<file path="config.mk">
export PLATFORM = sky130hd
export DESIGN_NAME = addrc_controller
export DESIGN_NICKNAME = d
export VERILOG_FILES = /design/src/rtl/addrc_controller.sv
export SDC_FILE = /design/constraint.sdc
export NUM_CORES = 1
export LEC_CHECK = 0
export ABC_AREA = 1
export CAP_MARGIN = 20
export CELL_PAD_IN_SITES_DETAIL_PLACEMENT = 1
export CELL_PAD_IN_SITES_GLOBAL_PLACEMENT = 2
export CORE_MARGIN = 8
export CORE_UTILIZATION = 30
export CTS_CLUSTER_DIAMETER = 200
export CTS_CLUSTER_SIZE = 24
export DETAILED_ROUTE_END_ITERATION = 7
export PLACE_DENSITY_LB_ADDON = 0.15
export SYNTH_ARGS = -nofsm -noshare
export SYNTH_HDL_FRONTEND = slang
export SYNTH_SLANG_ARGS = --single-unit
</file>
<file path="constraint.sdc">
create_clock -name clk -period 2.3 [get_ports clk]
set_input_delay 0.69 -clock clk [delete_from_list [all_inputs] [get_ports clk]]
set_output_delay 0.69 -clock clk [all_outputs]
set_load 0.01 [all_outputs]
</file>
<file path="src/rtl/addrc_controller.sv">
// Batch sequencer for the addRC line store: loads each file, streams its 64 lines
// downstream under a valid/ready handshake, and steps file and Keccak round indices.
module addrc_controller (
    input  logic       clk,
    input  logic       rst,
    input  logic       start,
    input  logic [9:0] base_index,
    input  logic [9:0] num_files,
    input  logic       out_ready,
    output logic       read_file,
    output logic [9:0] file_index,
    output logic [5:0] line_index,
    output logic [4:0] round_index,
    output logic       out_valid,
    output logic       busy,
    output logic       done
);

    typedef enum logic [2:0] {
        S_IDLE   = 3'd0,
        S_LOAD   = 3'd1,
        S_WAIT   = 3'd2,
        S_STREAM = 3'd3,
        S_NEXT   = 3'd4,
        S_DONE   = 3'd5
    } state_t;

    localparam logic [5:0] LAST_LINE  = 6'd63;
    localparam logic [4:0] LAST_ROUND = 5'd23;

    state_t     r_state;
    state_t     w_state_nxt;
    logic [9:0] r_base;
    logic [9:0] r_num;
    logic [9:0] r_file_cnt;
    logic [9:0] w_file_cnt_inc;
    logic [9:0] r_file_index;
    logic [5:0] r_line_index;
    logic [4:0] r_round_index;
    logic       r_read_file;
    logic       r_out_valid;
    logic       r_busy;
    logic       r_done;

    // Keccak has 24 rounds per permutation, so the round tag cycles 0..23.
    function automatic logic [4:0] f_round_inc(input logic [4:0] round_i);
        if (round_i == LAST_ROUND) begin
            return 5'd0;
        end else begin
            return round_i + 5'd1;
        end
    endfunction

    assign w_file_cnt_inc = r_file_cnt + 10'd1;

    // Next-state selection for the batch sequencer.
    always_comb begin
        w_state_nxt = r_state;
        case (r_state)
            S_IDLE: begin
                if (start) begin
                    if (num_files != 10'd0) begin
                        w_state_nxt = S_LOAD;
                    end else begin
                        w_state_nxt = S_DONE;
                    end
                end else begin
                    w_state_nxt = S_IDLE;
                end
            end
            S_LOAD:   w_state_nxt = S_WAIT;
            S_WAIT:   w_state_nxt = S_STREAM;
            S_STREAM: begin
                if (out_ready && (r_line_index == LAST_LINE)) begin
                    w_state_nxt = S_NEXT;
                end else begin
                    w_state_nxt = S_STREAM;
                end
            end
            S_NEXT: begin
                if (w_file_cnt_inc == r_num) begin
                    w_state_nxt = S_DONE;
                end else begin
                    w_state_nxt = S_LOAD;
                end
            end
            S_DONE:   w_state_nxt = S_IDLE;
            default:  w_state_nxt = S_IDLE;
        endcase
    end

    // State register plus strobes decoded from the next state so they are flop outputs.
    always_ff @(posedge clk) begin
        if (!rst) begin
            r_state     <= S_IDLE;
            r_read_file <= 1'b0;
            r_out_valid <= 1'b0;
            r_busy      <= 1'b0;
            r_done      <= 1'b0;
        end else begin
            r_state     <= w_state_nxt;
            r_read_file <= (w_state_nxt == S_LOAD);
            r_out_valid <= (w_state_nxt == S_STREAM);
            r_busy      <= (w_state_nxt != S_IDLE);
            r_done      <= (w_state_nxt == S_DONE);
        end
    end

    // Batch parameters and the file/line/round address counters.
    always_ff @(posedge clk) begin
        if (!rst) begin
            r_base        <= 10'd0;
            r_num         <= 10'd0;
            r_file_cnt    <= 10'd0;
            r_file_index  <= 10'd0;
            r_line_index  <= 6'd0;
            r_round_index <= 5'd0;
        end else begin
            case (r_state)
                S_IDLE: begin
                    if (start && (num_files != 10'd0)) begin
                        r_base        <= base_index;
                        r_num         <= num_files;
                        r_file_cnt    <= 10'd0;
                        r_file_index  <= base_index;
                        r_line_index  <= 6'd0;
                        r_round_index <= 5'd0;
                    end
                end
                S_STREAM: begin
                    // Line counter wraps 63 -> 0 naturally, ready for the next file.
                    if (out_ready) begin
                        r_line_index <= r_line_index + 6'd1;
                    end
                end
                S_NEXT: begin
                    r_file_cnt    <= w_file_cnt_inc;
                    r_file_index  <= r_file_index + 10'd1;
                    r_round_index <= f_round_inc(r_round_index);
                end
                default: begin
                end
            endcase
        end
    end

    assign read_file   = r_read_file;
    assign file_index  = r_file_index;
    assign line_index  = r_line_index;
    assign round_index = r_round_index;
    assign out_valid   = r_out_valid;
    assign busy        = r_busy;
    assign done        = r_done;

endmodule

</file>
==> out/qor.csv <==
stage;metric;value;unit
critical_path;worst-path maximum fanout;10;
power_and_ir_drop;Pleak;1.27;nW
yosys;Ys Warns;0;
critical_path;CP arrival;2.30;ns
final_layout;final core utilization;0.410;
global_route;antenna violations before repair;0;
global_route;total gr overflow;0;
clock_tree;H-tree levels;2;
yosys;synthesized instance count;380;
clock_tree;CTS root buf;clkbuf_8;
floorplanning;die area;11800;um2
yosys;post-synthesis cell type count;33;
min_path;Hold Crit Class;reg -> reg;
sta;Slew HR;0.770;
routing;Vias/cell;4.85;
routing;first drt pass iteration count;4;
critical_path;flop-to-flop setup slack;0.46;ns
floorplanning;DIE WIDTH;109;um
sta;final hold viol count;0;
sta;min Tclk post-route;2.09;ns
routing;DRC;0;
routing;Routed WL per cell;15.1;um
min_path;hold worst-path end;line_index[5];
placement;HPWL Detailed;6.21;mm
clock_tree;Clock Latency Late Sink;0.31;ns
floorplanning;I/O Pins;49;
run_status;status;completed;
critical_path;Setup crit end kind;flip-flop;
critical_path;Worst R2R End;busy;
power_and_ir_drop;VDD IR-drop max;0.000313;V
sta;post-route clock skew;0.00586;ns
global_route;vias in the first global route;2857;
clock_tree;CTS tree;yes;
min_path;Worst Hold Depth;2;
floorplanning;Initial Util;0.311;
routing;via count;2636;
critical_path;type of the worst setup path;in -> reg;
critical_path;Crit-path slowest cell;clkdlybuf4s50_1;
yosys;flops & latches, synth;48;
global_route;GRT Total Usage;0.150;
sta;max frequency;479;MHz
critical_path;critical path data required time;2.51;ns
critical_path;reg-to-reg critical path startpoint;r_file_cnt[0];
yosys;Post-synth EDFFs;0;
flow_run;max-cap viol count;0;
sta;RSZ-0062 raised after global routing;false;
final_layout;Final nets;466;
global_route;first-pass GRT wire length;14.3;mm
critical_path;max incr delay on CP;0.47;ns
yosys;Synth async-reset ratio;0;
critical_path;critical path's top delay family;simple AND/OR/NAND/NOR gates;
clock_tree;clock transition at the registers of the reported paths;0.09;ns
clock_tree;Clock Sinks;48;
global_route;largest net degree at the start of global routing;24;
yosys;Synth Flop Type;dfxtp_1;
sta;fin crit share;0.908;
floorplanning;core area;8260;um2
final_layout;diodes inserted;0;
placement;PortBufs;48;
sta;count of final setup violators;0;
final_layout;area delta synth->final;31.8;%
sta;Final Max Slew Viols;0;
critical_path;Buf/Inv on CP;2;
yosys;mean post-synth cell area;6.76;um2
final_layout;footprint of the multi-input gates;1380;um2
routing;Detailed Route Iter0 Violations;78;
final_layout;FF/Latch Area;961;um2
critical_path;critical-path cell list;clkdlybuf4s50_1, nor4_1, nand3_1, nand2_2, buf_12, nand2_1, a21oi_1, nor2_1;
floorplanning;die height;109;um
routing;Final ANT Viol Nets;0;
final_layout;post-route cell area;3380;um2
final_layout;fill count;1059;
final_layout;share of layout cells above drive strength 1;0.123;
power_and_ir_drop;cell area power density;580;nW/um2
placement;Placement Cell Area;3250;um2
critical_path;R2R cell count;13;
critical_path;WP depth;8;
yosys;post-synthesis sequential area ratio;0.374;
placement;GPL Wtd Cong;0.806;
floorplanning;row cnt;33;
yosys;Syn Std Cell Area;2570;um2
critical_path;startpoint types;primary input;
clock_tree;clk buf depth;2;
min_path;hold_sp;line_index[5];
clock_tree;TritonCTS Buffers;5;
clock_tree;CTS hold repair buffers;0;
routing;WL final;8.23;mm
yosys;Synth Net Count;408;
sta;Worst-Margin Slew;0.344;ns
==> cell type report <==
class	instances	share of cell area
Multi-Input combinational cell	273	0.409
Clock inverter	1	0.00887
Clock buffer	7	0.0285
Tap cell	105	0.0388
Inverter	47	0.0521
Timing Repair Buffer	63	0.179
Sequential cell	48	0.284
==> cells in the final DEF, fill, tap and decap left out <==
cell	n
clkdlybuf4s50_1	48
nor4_1	1
nand2_2	5
a41oi_1	1
nor3_1	7
buf_4	14
inv_1	36
nand4_1	3
or2_2	1
nand2_4	2
o21ai_2	1
o311ai_1	1
o21ai_1	6
a21oi_1	33
ha_1	4
nor3_2	2
o211ai_1	3
inv_2	11
dfxtp_1	48
nand3_1	44
nor2_1	37
nand3_2	2
bufinv_16	1
xor2_1	4
xnor2_1	3
o22ai_1	5
nand2_1	79
buf_12	1
nor2_4	2
nor4_2	1
nand3b_1	4
nor2_2	4
o21ai_0	17
clkbuf_8	7
a31oi_1	1
==> worst min-delay path: stages (launching register included) <==
cell and delay (ns):
dfxtp_1 0.33, inv_1 0.05, a21oi_1 0.05
==> stage by stage <==
step / worst slack, ns / total power, W / setup TNS, ns / hold WS [ns] / cells
6_report: 0.211 / 0.00196 / 0 / 0.467 / 544
5_1_grt: 0.0276 / 0.00207 / 0 / 0.502 / 544
4_1_cts: 0.142 / 0.00199 / 0 / 0.473 / 544
3_5_place_dp: -0.198 / 0.00129 / -5.23 / 0.459 / 536
3_3_place_gp: -0.153 / 0.00128 / -3.55 / 0.460 / 536
2_1_floorplan: 0.544 / 0.00111 / 0 / 0.444 / 380
==> report_power, final <==
| group | internal (W) | switching [W] | leakage [nW] |
|---|---|---|---|
| Clock | 0.000384 | 0.000310 | 0.0645 |
| Combinational | 0.000166 | 0.000183 | 0.817 |
| Sequential | 0.000879 | 0.0000405 | 0.392 |
==> kinds of logic (layout without fill, tap and decap cells) <==
logic type,count (synthesis),in the layout,synth area share
and+or+nand+nor,194,194,0.350
adders and majority gates,4,4,0.0195
AOI/OAI and AO/OA,68,68,0.143
buffers and inverters,59,118,0.0896
DFF,48,48,0.374
xor gates and xnor gates,7,7,0.0239
==> synth_stat cells, types with 2 or more instances <==
library cell  count  area, um2
dfxtp_1          48        961
nor2_1           37        139
nor2_4            2       22.5
clkbuf_1          4       15.0
nor3_2            2       20.0
o21ai_1           6       30.0
nor2_2            4       25.0
xor2_1            4       35.0
ha_1              4       50.1
nand2_4           2       22.5
nand3_1          44        220
inv_2            11       41.3
nand4_1           3       18.8
nand3_2           2       20.0
buf_1             3       11.3
buf_2             4       20.0
a21oi_1          33        165
nor4_1            2       12.5
nand3b_1          4       30.0
nand2_2           5       31.3
nand2_1          79        297
o22ai_1           5       31.3
xnor2_1           3       26.3
o21ai_0          17       85.1
inv_1            36        135
o211ai_1          3       22.5
nor3_1            7       35.0
==> sequential cells by signal, indices dropped and copies added, names as in the netlist <==
signal,cells
busy,1
done,1
file_index,10
line_index,6
out_valid,1
r_file_cnt,10
r_num,10
r_state,3
read_file,1
round_index,5
==> layer usage <==
metal,part of all wire,up-vias,GRT usage
met5,0,-,0
met4,0.013,0,0.0430
met3,0.037,8,0.0321
met2,0.48,37,0.257
met1,0.47,1235,0.184
li1,-,1356,-
==> worst max-delay path by stage <==
stage                            start             to  slack [ns]
after floorplan           num_files[2]  file_index[6]        0.54
after global placement    num_files[6]  file_index[2]       -0.15
after detailed placement  num_files[6]  line_index[2]       -0.20
after CTS                 num_files[6]  file_index[7]        0.14
after global routing      num_files[2]  file_index[7]        0.03
final                     num_files[2]  line_index[2]        0.21
==> repair_timing <==
action,CTS,global route
resized for setup,0,1
setup buffers,0,0
setup endpoints to repair,0,3
(Power assumes the default switching activity.)
